**src/rtl/seg_pkg.sv**
```systemverilog
// Shared constants and types for the seven-segment scan driver.
package seg_pkg;

   localparam logic [7:0] SEG_OFF = 8'hFF;

   // Active-low g..a patterns for hex digits 0..F
   localparam logic [6:0] HEX_SEG [0:15] = '{
      7'h40, 7'h79, 7'h24, 7'h30,
      7'h19, 7'h12, 7'h02, 7'h78,
      7'h00, 7'h10, 7'h08, 7'h03,
      7'h46, 7'h21, 7'h06, 7'h0E
   };

   typedef enum logic {
      BLANK,
      DRIVE
   } phase_e;

endpackage

```
**src/rtl/seg7_hex_lut.sv**
```systemverilog
// Combinational hex digit to active-low segment pattern lookup.
module seg7_hex_lut
   import seg_pkg::*;
(
   input  logic [3:0] code_i,
   output logic [6:0] seg_o
);

   assign seg_o = HEX_SEG[code_i];

endmodule

```
**src/rtl/seg_scan_mux.sv**
```systemverilog
// Multiplexed common-anode 7-segment scanner with dead-time and frame-synced update.
// Optional leading-zero suppression: define LEADING_ZERO_BLANK_EN.
module seg_scan_mux
   import seg_pkg::*;
#(
   parameter int NUM_DIGITS   = 4,
   parameter int REFRESH_DIV  = 50000,
   parameter int BLANK_CYCLES = 16
) (
   input  logic                    clk,
   input  logic                    reset_n,
   input  logic                    en,
   input  logic                    load,
   input  logic [4*NUM_DIGITS-1:0] din,
   input  logic [NUM_DIGITS-1:0]   dp_in,
   input  logic [NUM_DIGITS-1:0]   blank_in,
   output logic [7:0]              seg,
   output logic [NUM_DIGITS-1:0]   an,
   output logic                    frame_start
);

   localparam int CW = (REFRESH_DIV > 1) ? $clog2(REFRESH_DIV) : 1;
   localparam int IW = (NUM_DIGITS > 1) ? $clog2(NUM_DIGITS) : 1;

   logic [CW-1:0]           cnt_q, cnt_d;
   logic [IW-1:0]           idx_q, idx_d;
   logic [4*NUM_DIGITS-1:0] sh_din_q, disp_din_q;
   logic [NUM_DIGITS-1:0]   sh_dp_q, disp_dp_q;
   logic [NUM_DIGITS-1:0]   sh_blank_q, disp_blank_q;
   logic [NUM_DIGITS-1:0]   an_q;
   logic [7:0]              seg_q;
   logic                    fs_q;

   logic                  wrap, last, boundary;
   phase_e                phase;
   logic [3:0]            code;
   logic                  dp_sel, dark_sel;
   logic [6:0]            lut_seg;
   logic [7:0]            seg_drive;
   logic [NUM_DIGITS-1:0] an_drive;

   assign wrap     = (cnt_q == CW'(REFRESH_DIV - 1));
   assign last     = (idx_q == IW'(NUM_DIGITS - 1));
   assign boundary = en & wrap & last;
   assign cnt_d    = wrap ? '0 : cnt_q + 1'b1;
   assign idx_d    = !wrap ? idx_q : (last ? '0 : idx_q + 1'b1);
   assign phase    = (int'(cnt_q) < BLANK_CYCLES) ? BLANK : DRIVE;

`ifdef LEADING_ZERO_BLANK_EN
   logic [NUM_DIGITS-1:0] lz;
   logic                  run;

   // Run of unmasked zeros from the most significant digit downwards
   always_comb begin
      lz  = '0;
      run = 1'b1;
      for (int i = NUM_DIGITS - 1; i > 0; i--) begin
         run   = run & (disp_din_q[4*i +: 4] == 4'd0) & ~disp_blank_q[i];
         lz[i] = run;
      end
   end
`endif

   always_comb begin
      code     = '0;
      dp_sel   = 1'b0;
      dark_sel = 1'b0;
      for (int i = 0; i < NUM_DIGITS; i++) begin
         if (idx_q == IW'(i)) begin
            code     = disp_din_q[4*i +: 4];
            dp_sel   = disp_dp_q[i];
`ifdef LEADING_ZERO_BLANK_EN
            dark_sel = disp_blank_q[i] | lz[i];
`else
            dark_sel = disp_blank_q[i];
`endif
         end
      end
   end

   seg7_hex_lut u_lut (
      .code_i (code),
      .seg_o  (lut_seg)
   );

   assign seg_drive = {~dp_sel, dark_sel ? 7'h7F : lut_seg};
   assign an_drive  = ~(NUM_DIGITS'(1) << idx_q);

   always_ff @(posedge clk or negedge reset_n) begin
      if (!reset_n) begin
         cnt_q        <= '0;
         idx_q        <= '0;
         sh_din_q     <= '0;
         sh_dp_q      <= '0;
         sh_blank_q   <= '1;
         disp_din_q   <= '0;
         disp_dp_q    <= '0;
         disp_blank_q <= '1;
         an_q         <= '1;
         seg_q        <= SEG_OFF;
         fs_q         <= 1'b0;
      end else begin
         if (load) begin
            sh_din_q   <= din;
            sh_dp_q    <= dp_in;
            sh_blank_q <= blank_in;
         end
         // Display takes the pre-load shadow, so frames are never torn
         if (boundary) begin
            disp_din_q   <= sh_din_q;
            disp_dp_q    <= sh_dp_q;
            disp_blank_q <= sh_blank_q;
         end
         if (en) begin
            cnt_q <= cnt_d;
            idx_q <= idx_d;
            an_q  <= (phase == DRIVE) ? an_drive : '1;
            seg_q <= (phase == DRIVE) ? seg_drive : SEG_OFF;
            fs_q  <= (cnt_q == '0) && (idx_q == '0);
         end else begin
            an_q  <= '1;
            seg_q <= SEG_OFF;
            fs_q  <= 1'b0;
         end
      end
   end

   assign an          = an_q;
   assign seg         = seg_q;
   assign frame_start = fs_q;

endmodule

```
**config.mk**
```make
export PLATFORM = sky130hd
export DESIGN_NAME = seg_scan_mux
export DESIGN_NICKNAME = d
export VERILOG_FILES = /design/src/rtl/seg_pkg.sv /design/src/rtl/seg7_hex_lut.sv /design/src/rtl/seg_scan_mux.sv
export SDC_FILE = /design/constraint.sdc
export NUM_CORES = 1
export LEC_CHECK = 0
export ABC_AREA = 1
export ABC_CLOCK_PERIOD_IN_PS = 1870
export CAP_MARGIN = 25
export CELL_PAD_IN_SITES_DETAIL_PLACEMENT = 1
export CELL_PAD_IN_SITES_GLOBAL_PLACEMENT = 1
export CORE_AREA = 2 2 104 106
export DETAILED_ROUTE_END_ITERATION = 16
export DIE_AREA = 0 0 106 108
export PLACE_DENSITY = 0.72
export SYNTH_ARGS = -nofsm -noshare
export SYNTH_HDL_FRONTEND = slang
export SYNTH_SLANG_ARGS = --single-unit
export TNS_END_PERCENT = 20
```
**constraint.sdc**
```tcl
create_clock -name clk -period 1.87 [get_ports clk]
set_clock_uncertainty 0.05 [all_clocks]
set_input_delay 0.2805 -clock clk [delete_from_list [all_inputs] [get_ports clk]]
set_output_delay 0.2805 -clock clk [all_outputs]
set_load 0.02 [all_outputs]
```
==> results of run 1 <==
==> cell families (layout without fill, tap and decap cells) <==
logic type | Yosys count | after routing | synth area share, %
multiplexers | 24 | 24 | 6.82
flip-flops | 79 | 79 | 50.5
XOR/XNOR | 5 | 5 | 1.10
AO/OA/AOI/OAI | 48 | 48 | 6.25
adder cells (fa/ha/maj) | 13 | 13 | 4.10
AND/OR/NAND/NOR | 219 | 219 | 24.3
buffers and inverters | 60 | 150 | 6.91
==> cell usage in the layout, fill, tap and decap left out, drive strengths merged <==
| master | instances |
|---|---|
| a31oi | 2 |
| nor2 | 35 |
| ha | 13 |
| xnor2 | 2 |
| nand4 | 6 |
| mux2 | 24 |
| a22oi | 1 |
| inv | 45 |
| bufinv | 2 |
| dfrtp | 59 |
| nand2 | 130 |
| o211ai | 1 |
| buf | 49 |
| a21oi | 15 |
| xor2 | 3 |
| dfstp | 20 |
| o21ai | 29 |
| nand3 | 38 |
| nor3 | 7 |
| clkbuf | 13 |
| clkinv | 1 |
| nor4 | 2 |
| and3 | 1 |
| clkdlybuf4s50 | 39 |
| dlygate4sd3 | 1 |
==> sequential cells by signal, summed over array words and instances (netlist names) <==
register / flops
disp_blank_q: 4
cnt_q: 16
an: 4
sh_din_q: 16
disp_din_q: 16
disp_dp_q: 4
seg: 8
frame_start: 1
sh_blank_q: 4
idx_q: 2
sh_dp_q: 4
==> per-stage QoR <==
stage	util [%]	worst slack [ns]
finish	52.0	-0.120
global route	52.0	-0.220
CTS	49.6	-0.0840
detailed placement	46.2	-0.166
global placement	46.2	-0.0664
floorplan	-	-0.0314
==> synth_stat cells, types with 2 or more instances <==
cell	n
buf_6	5
buf_2	5
nor4_1	2
nand3_1	37
nor2_2	3
o21ai_0	24
nand4_1	6
ha_1	13
nand2_1	128
a21oi_1	15
xor2_1	3
clkbuf_1	3
nor2_1	30
nor3_1	5
xnor2_1	2
a31oi_1	2
dfrtp_1	59
o21ai_1	5
mux2_2	24
inv_1	45
dfstp_2	20
==> worst max-delay path, delay by kind of cell (launching register included) <==
kind / cells / cell delay, ns
AND/OR/NAND/NOR: 10 / 0.75
buffers and inverters: 2 / 0.20
flip-flops: 1 / 0.44
adder cells (fa/ha/maj): 2 / 0.49
==> path summary, 6_finish.rpt <==
path                              start              end  slack, ns  depth (start not counted)
setup / recovery               idx_q[0]           seg[1]      -0.12                         14
hold / removal                  reset_n        cnt_q[13]       0.36                          2
setup reg to reg               idx_q[0]           seg[1]      -0.12                         14
hold reg to reg            disp_dp_q[3]           seg[7]       0.41                          1
max in group asynchronous       reset_n  disp_blank_q[0]       0.75                          3
min in group clk           disp_dp_q[3]           seg[7]       0.41                          1
==> per-layer routing <==
metal	vias to the layer above	share of wire, %	track usage (%)
li1	1613	-	-
met5	-	0	0
met1	1665	44	23.5
met3	14	2.9	2.83
met2	53	52	33.9
met4	0	1.5	9.87
==> timing repair <==
item / 4_1_cts / 5_1_grt
pin swaps: 7 / 24
hold buffers: 1 / 0
buffers inserted: 3 / 13
resized for setup: 19 / 42
setup endpoints to repair: 8 / 10
hold endpoints to repair: 18 / 0
==> where the power goes <==
group          switching, mW  internal, mW
Clock                  0.623         0.860
Combinational          0.315         0.252
Sequential             0.164          1.87
==> cell type report <==
type | count | area (sq um)
fill | 1174 | 4920
sequential | 79 | 2000
clock buffer | 13 | 169
multi-input combinational | 309 | 1890
clock inverter | 3 | 65.1
inverter | 45 | 174
tap | 136 | 170
timing repair buffer | 89 | 842
==> impl_metrics.sql, run 1 <==
INSERT INTO impl_metrics (metric_group, metric, value, unit) VALUES
('status', 'status', 'finished with violations', ''),
('status', 'failed_checks', 'setup timing', ''),
('sta', 'setup-tns-final', '-0.558', 'ns'),
('place', 'hpwl', '7340', 'um'),
('synth', 'postSynthCellCount', '448', ''),
('finish', 'drive_above_1_share', '29.9', '%'),
('drt', 'drt_pre_antenna_iters', '4', ''),
('clock_network', 'cts.reportedPaths.clkPinSlew', '0.08', 'ns'),
('floorplanning', 'placement_rows', '37', ''),
('sta', 'final-hold-violation-count', '0', ''),
('power', 'power.leakage', '2.51', 'nW'),
('synth', 'synth_edf_count', '0', ''),
('grt', 'grt_antenna_before_repair', '0', ''),
('synth', 'synthesis.area_per_instance', '8.85', 'sq um'),
('finish', 'layoutNonFillerInstCount', '674', ''),
('setup_path', 'critical_path_required', '2.13', 'ns'),
('finish', 'nets', '574', ''),
('grt', 'grt_util_all_layers', '19.4', '%'),
('synth', 'syn-cell-area', '3960', 'sq um'),
('power', 'power_per_cell_area', '768', 'nW/um^2'),
('place', 'io_buffer_count', '40', ''),
('clock_network', 'cts-buffers-inserted', '9', ''),
('min_path', 'hp-class', 'in2async', ''),
('drt', 'detail-route-antenna-nets', '0', ''),
('sta', 'final_max_slew_viol_count', '0', ''),
('synth', 'synth_largest_area_cell', 'dfrtp_1', ''),
('synth', 'synth_warnings', '0', ''),
('drt', 'wl', '10900', 'um'),
('drt', 'routed_wire_length_per_instance', '16.2', 'um'),
('synth', 'postSynthNetCount', '489', ''),
('sta', 'post-route-min-period', '1.99', 'ns'),
('grt', 'grt-ovfl-total', '0', ''),
('setup_path', 'worstSetupEndpointType', 'flip-flop', ''),
('synth', 'yosysSeqAreaShare', '50.5', '%'),
('finish', 'finish.instance_area', '5320', 'sq um'),
('setup_path', 'start_kind', 'flip-flop', ''),
('setup_path', 'critPathKind', 'reg2reg', ''),
('clock_network', 'ctsHtreeMaxLevel', '3', ''),
('sta', 'fin_ws', '-0.120', 'ns'),
('grt', 'grt_pass1_wl', '17300', 'um'),
('power', 'max-vdd-ir-drop', '0.385', 'mV'),
('sta', 'final_min_period_over_clock_period', '106', '%'),
('sta', 'rsz0062_at_grt', 'true', ''),
('setup_path', 'timing.critical_path.cells', 'inv_2 > ha_4 > inv_4 > nor2_4 > nand2_2 > nand2_2 > nand2_2 > nand2_2 > nand2_4 > ha_4 > nand3_4 > nor2_4 > nor2_2 > nand2_1', ''),
('sta', 'max_clock_freq', '503', 'MHz'),
('floorplanning', 'coreArea', '10200', 'sq um'),
('finish', 'synthToLayoutAreaGrowth', '34.1', '%'),
('clock_network', 'clock-sinks', '79', ''),
('clock_network', 'cts.path.max_buffers', '2', ''),
('sta', 'finalSetupViolations', '7', ''),
('drt', 'drt_iter0_drc', '110', ''),
('synth', 'netlist-cell-type-count', '33', ''),
('place', 'numPlacedInstances', '641', ''),
('synth', 'async_flop_share', '100', '%'),
('drt', 'dr_total_vias', '3345', ''),
('floorplanning', 'ios', '41', ''),
('drt', 'number_of_remaining_drc_errors', '0', ''),
('setup_path', 'cpMaxStageDelayCell', 'dfrtp_1', ''),
('synth', 'postSynth.topFlopCell', 'dfrtp_1', ''),
('sta', 'worst_slew_pin_slew', '0.459', 'ns'),
('clock_network', 'clk_root_buffer_cell', 'clkbuf_8', ''),
('setup_path', 'cp.arrival', '2.25', 'ns'),
('place', 'detailed_place.area', '4730', 'sq um'),
('synth', 'synth_top_area_share', '37.2', '%'),
('sta', 'worst_slew_slack_as_a_fraction_of_its_limit', '69.4', '%'),
('floorplanning', 'die-width', '106', 'um'),
('setup_path', 'crit_path_max_incr_delay', '0.44', 'ns'),
('floorplanning', 'vert_die_dim', '108', 'um'),
('clock_network', 'tritoncts', 'built', ''),
('clock_network', 'insertion_delay', '0.36', 'ns'),
('sta', 'whs', '0.361', 'ns'),
('run', 'cap_violations', '0', ''),
('floorplanning', 'die_area', '11400', 'sq um'),
('floorplanning', 'initial_utilization', '38.7', '%'),
('synth', 'synth.ff_latch_count', '79', ''),
('power', 'total_power', '4.08', 'mW'),
('place', 'finalWeightedCongestion', '0.840', ''),
('setup_path', 'critPathMaxFanout', '4', ''),
('drt', 'routed_via_density', '4.96', ''),
('finish', 'antennaDiodeCount', '0', ''),
('setup_path', 'path_common_cell', 'nand2_2', ''),
('synth', 'ys_top_cells_by_area', 'dfrtp_1 37%, dfstp_2 13%, nand2_1 12%', ''),
('grt', 'first_global_vias', '3600', ''),
('grt', 'pin_count_of_the_biggest_net_entering_global_routing', '34', '');
No activity file was read; power rests on OpenSTA's default activity.
==> run 2, diff against run 1 <==
- CORE_AREA: 2 2 104 106 -> 2 2 100 102
- DIE_AREA: 0 0 106 108 -> 0 0 102 104
- DONT_BUFFER_PORTS: default -> 1
- PLACE_DENSITY: 0.72 -> default
- PLACE_DENSITY_LB_ADDON: default -> 0.1
==> run 2 against run 1 <==
The flow finishes with violations (hold timing, setup timing). Worst setup slack gained 0.086 ns. Critical path depth down 1. Sequential power about the same. Design area is 4.5% lower. Largest power group unchanged.
==> impl_metrics.sql, run 2 (same netlist as run 1, synthesis figures left out) <==
INSERT INTO impl_metrics (metric_group, metric, value, unit) VALUES
('clock_network', 'cts.reportedPaths.clkPinSlew', '0.09', 'ns'),
('drt', 'detail-route-antenna-nets', '0', ''),
('grt', 'globalRouteMet1Util', '25.2', '%'),
('setup_path', 'worstSetupEndpointType', 'flip-flop', ''),
('setup_path', 'timing.critical_path.cells', 'buf_6 > ha_4 > nor2_4 > nand2_2 > nand2_2 > nand2_2 > nand2_2 > nand2_4 > ha_4 > nand3_4 > nor2_4 > nor2_4 > nand2_2', ''),
('setup_path', 'critical_path_required', '2.13', 'ns'),
('finish', 'layout.core_utilization', '53.1', '%'),
('drt', 'wl', '10300', 'um'),
('floorplanning', 'vert_die_dim', '104', 'um'),
('drt', 'drt_pre_antenna_iters', '4', ''),
('place', 'io_buffer_count', '0', ''),
('drt', 'drt_iter0_drc', '83', ''),
('drt', 'routed_wire_length_per_instance', '16.1', 'um'),
('clock_network', 'insertion_delay', '0.36', 'ns'),
('setup_path', 'crit_path_max_incr_delay', '0.41', 'ns'),
('sta', 'worst_slew_pin_slew', '0.381', 'ns'),
('power', 'total_power', '3.98', 'mW'),
('finish', 'num-fill-cells', '1109', ''),
('setup_path', 'cpMaxStageDelayCell', 'dfrtp_1', ''),
('sta', 'fin_ws', '-0.0334', 'ns'),
('grt', 'grt-ovfl-total', '0', ''),
('place', 'hpwl', '6570', 'um'),
('finish', 'drive_above_1_share', '34.5', '%'),
('sta', 'worst_slew_slack_as_a_fraction_of_its_limit', '74.6', '%'),
('sta', 'setup-tns-final', '-0.0944', 'ns'),
('finish', 'finish.instance_area', '5070', 'sq um'),
('power', 'power_per_cell_area', '785', 'nW/um^2'),
('setup_path', 'cp.arrival', '2.17', 'ns'),
('clock_network', 'ctsHtreeMaxLevel', '3', ''),
('grt', 'pin_count_of_the_biggest_net_entering_global_routing', '80', ''),
('grt', 'groute.layer.met2.usage', '32.9', '%'),
('setup_path', 'delay_heaviest_family_cp', 'simple AND/OR/NAND/NOR gates', ''),
('floorplanning', 'initial_utilization', '41.5', '%'),
('sta', 'post-route-min-period', '1.90', 'ns'),
('drt', 'routed_via_density', '5.00', ''),
('sta', 'max_clock_freq', '525', 'MHz'),
('grt', 'top_usage_layer', 'met2', ''),
('clock_network', 'cts.path.max_buffers', '2', ''),
('finish', 'nets', '541', ''),
('floorplanning', 'die-width', '102', 'um'),
('setup_path', 'critPathMaxFanout', '7', ''),
('floorplanning', 'placement_rows', '36', ''),
('place', 'detailed_place.area', '4260', 'sq um'),
('power', 'power.leakage', '2.37', 'nW'),
('clock_network', 'tritoncts', 'built', ''),
('place', 'numPlacedInstances', '595', ''),
('finish', 'reg.largest.list', 'cnt_q (16), disp_din_q (16), sh_din_q (16)', ''),
('clock_network', 'clock-sinks', '79', ''),
('min_path', 'hp-class', 'in2async', ''),
('finish', 'mostFrequentLayoutCells', '114 x nand2_1, 59 x dfrtp_1, 35 x inv_1', ''),
('finish', 'synthToLayoutAreaGrowth', '28.0', '%'),
('sta', 'final_min_period_over_clock_period', '102', '%'),
('clock_network', 'cts-buffers-inserted', '9', ''),
('sta', 'final_max_slew_viol_count', '0', ''),
('status', 'failed_checks', 'hold timing, setup timing', ''),
('drt', 'dr_total_vias', '3193', ''),
('setup_path', 'critical_path.n_buffers_inverters', '1', ''),
('sta', 'finalSetupViolations', '4', ''),
('finish', 'layoutNonFillerInstCount', '638', ''),
('sta', 'whs', '-0.451', 'ns'),
('sta', 'final-hold-violation-count', '79', ''),
('grt', 'grt_util_met3', '3.63', '%'),
('sta', 'rsz0062_at_grt', 'true', ''),
('floorplanning', 'die_area', '10600', 'sq um'),
('setup_path', 'path_common_cell', 'nand2_2', ''),
('clock_network', 'clk_root_buffer_cell', 'clkbuf_8', ''),
('grt', 'first_global_vias', '3412', ''),
('finish', 'most_frequent_standard_cell_in_the_layout_excluding_fill_and_tap_cells', 'nand2_1', ''),
('setup_path', 'start_kind', 'flip-flop', ''),
('floorplanning', 'coreArea', '9550', 'sq um'),
('grt', 'grt_pass1_wl', '16300', 'um'),
('finish', 'antennaDiodeCount', '0', ''),
('grt', 'grt_util_all_layers', '19.7', '%'),
('drt', 'number_of_remaining_drc_errors', '0', ''),
('run', 'cap_violations', '0', ''),
('floorplanning', 'ios', '41', ''),
('setup_path', 'critPathKind', 'reg2reg', ''),
('grt', 'grt_antenna_before_repair', '0', ''),
('status', 'status', 'finished with violations', ''),
('power', 'max-vdd-ir-drop', '0.541', 'mV'),
('place', 'finalWeightedCongestion', '0.865', '');
-- run 2: path summary, 6_finish.rpt --
kind / cells after the start / startpoint / slack, ns / end
worst max-delay path: 13 / idx_q[0] / -0.03 / seg[1]
worst min-delay path: 0 / reset_n / -0.45 / cnt_q[13]
worst max register to register: 13 / idx_q[0] / -0.03 / seg[1]
worst min register to register: 1 / disp_dp_q[3] / 0.41 / seg[7]
max in group asynchronous: 0 / reset_n / 1.99 / seg[3]
min in group clk: 1 / din[1] / 0.02 / sh_din_q[1]
-- run 2: power by group --
part | total [mW] | internal [mW] | leakage, nW | switching [mW]
clock network | 1.43 | 0.754 | 0.110 | 0.675
logic | 0.511 | 0.229 | 1.35 | 0.282
registers | 2.04 | 1.87 | 0.911 | 0.177
total | 3.98 | 2.85 | 2.37 | 1.13
-- run 2: area by class of cell --
type / instances / area (sq um) / share of cell area (%)
sequential: 79 / 2000 / 39.4
inverter: 45 / 174 / 3.43
clock buffer: 9 / 124 / 2.44
multi-input combinational: 310 / 2020 / 39.8
clock inverter: 7 / 95.1 / 1.87
tap: 133 / 166 / 3.28
timing repair buffer: 55 / 493 / 9.71
-- run 2: per-stage QoR --
step                hold WS, ns  setup WS (ns)
floorplan               -0.0651        -0.0314
global placement        -0.0625         -0.148
detailed placement      -0.0623         -0.207
CTS                      -0.466        -0.0441
global route             -0.479         -0.155
finish                   -0.451        -0.0334
-- run 2: repair_timing --
action,in CTS,in global routing
gates resized for setup,28,64
gates cloned,0,1
hold buffers,12,3
pin swaps,10,23
endpoints found under the setup margin,7,32
hold endpoints to repair,92,82
buffers inserted,9,2
-- run 2: per-layer routing --
metal  part of all wire, %  vias up
li1                      -     1551
met1                    44     1580
met2                    52       45
met3                   2.9       17
met4                   2.0        0
met5                     0        -
==> run 3, diff against run 2 <==
- CAP_MARGIN: 25 -> 20
- CTS_CLUSTER_SIZE: default -> 14
==> results of run 3 <==
The final DEF is identical to that of run 2; final timing and power are the same.
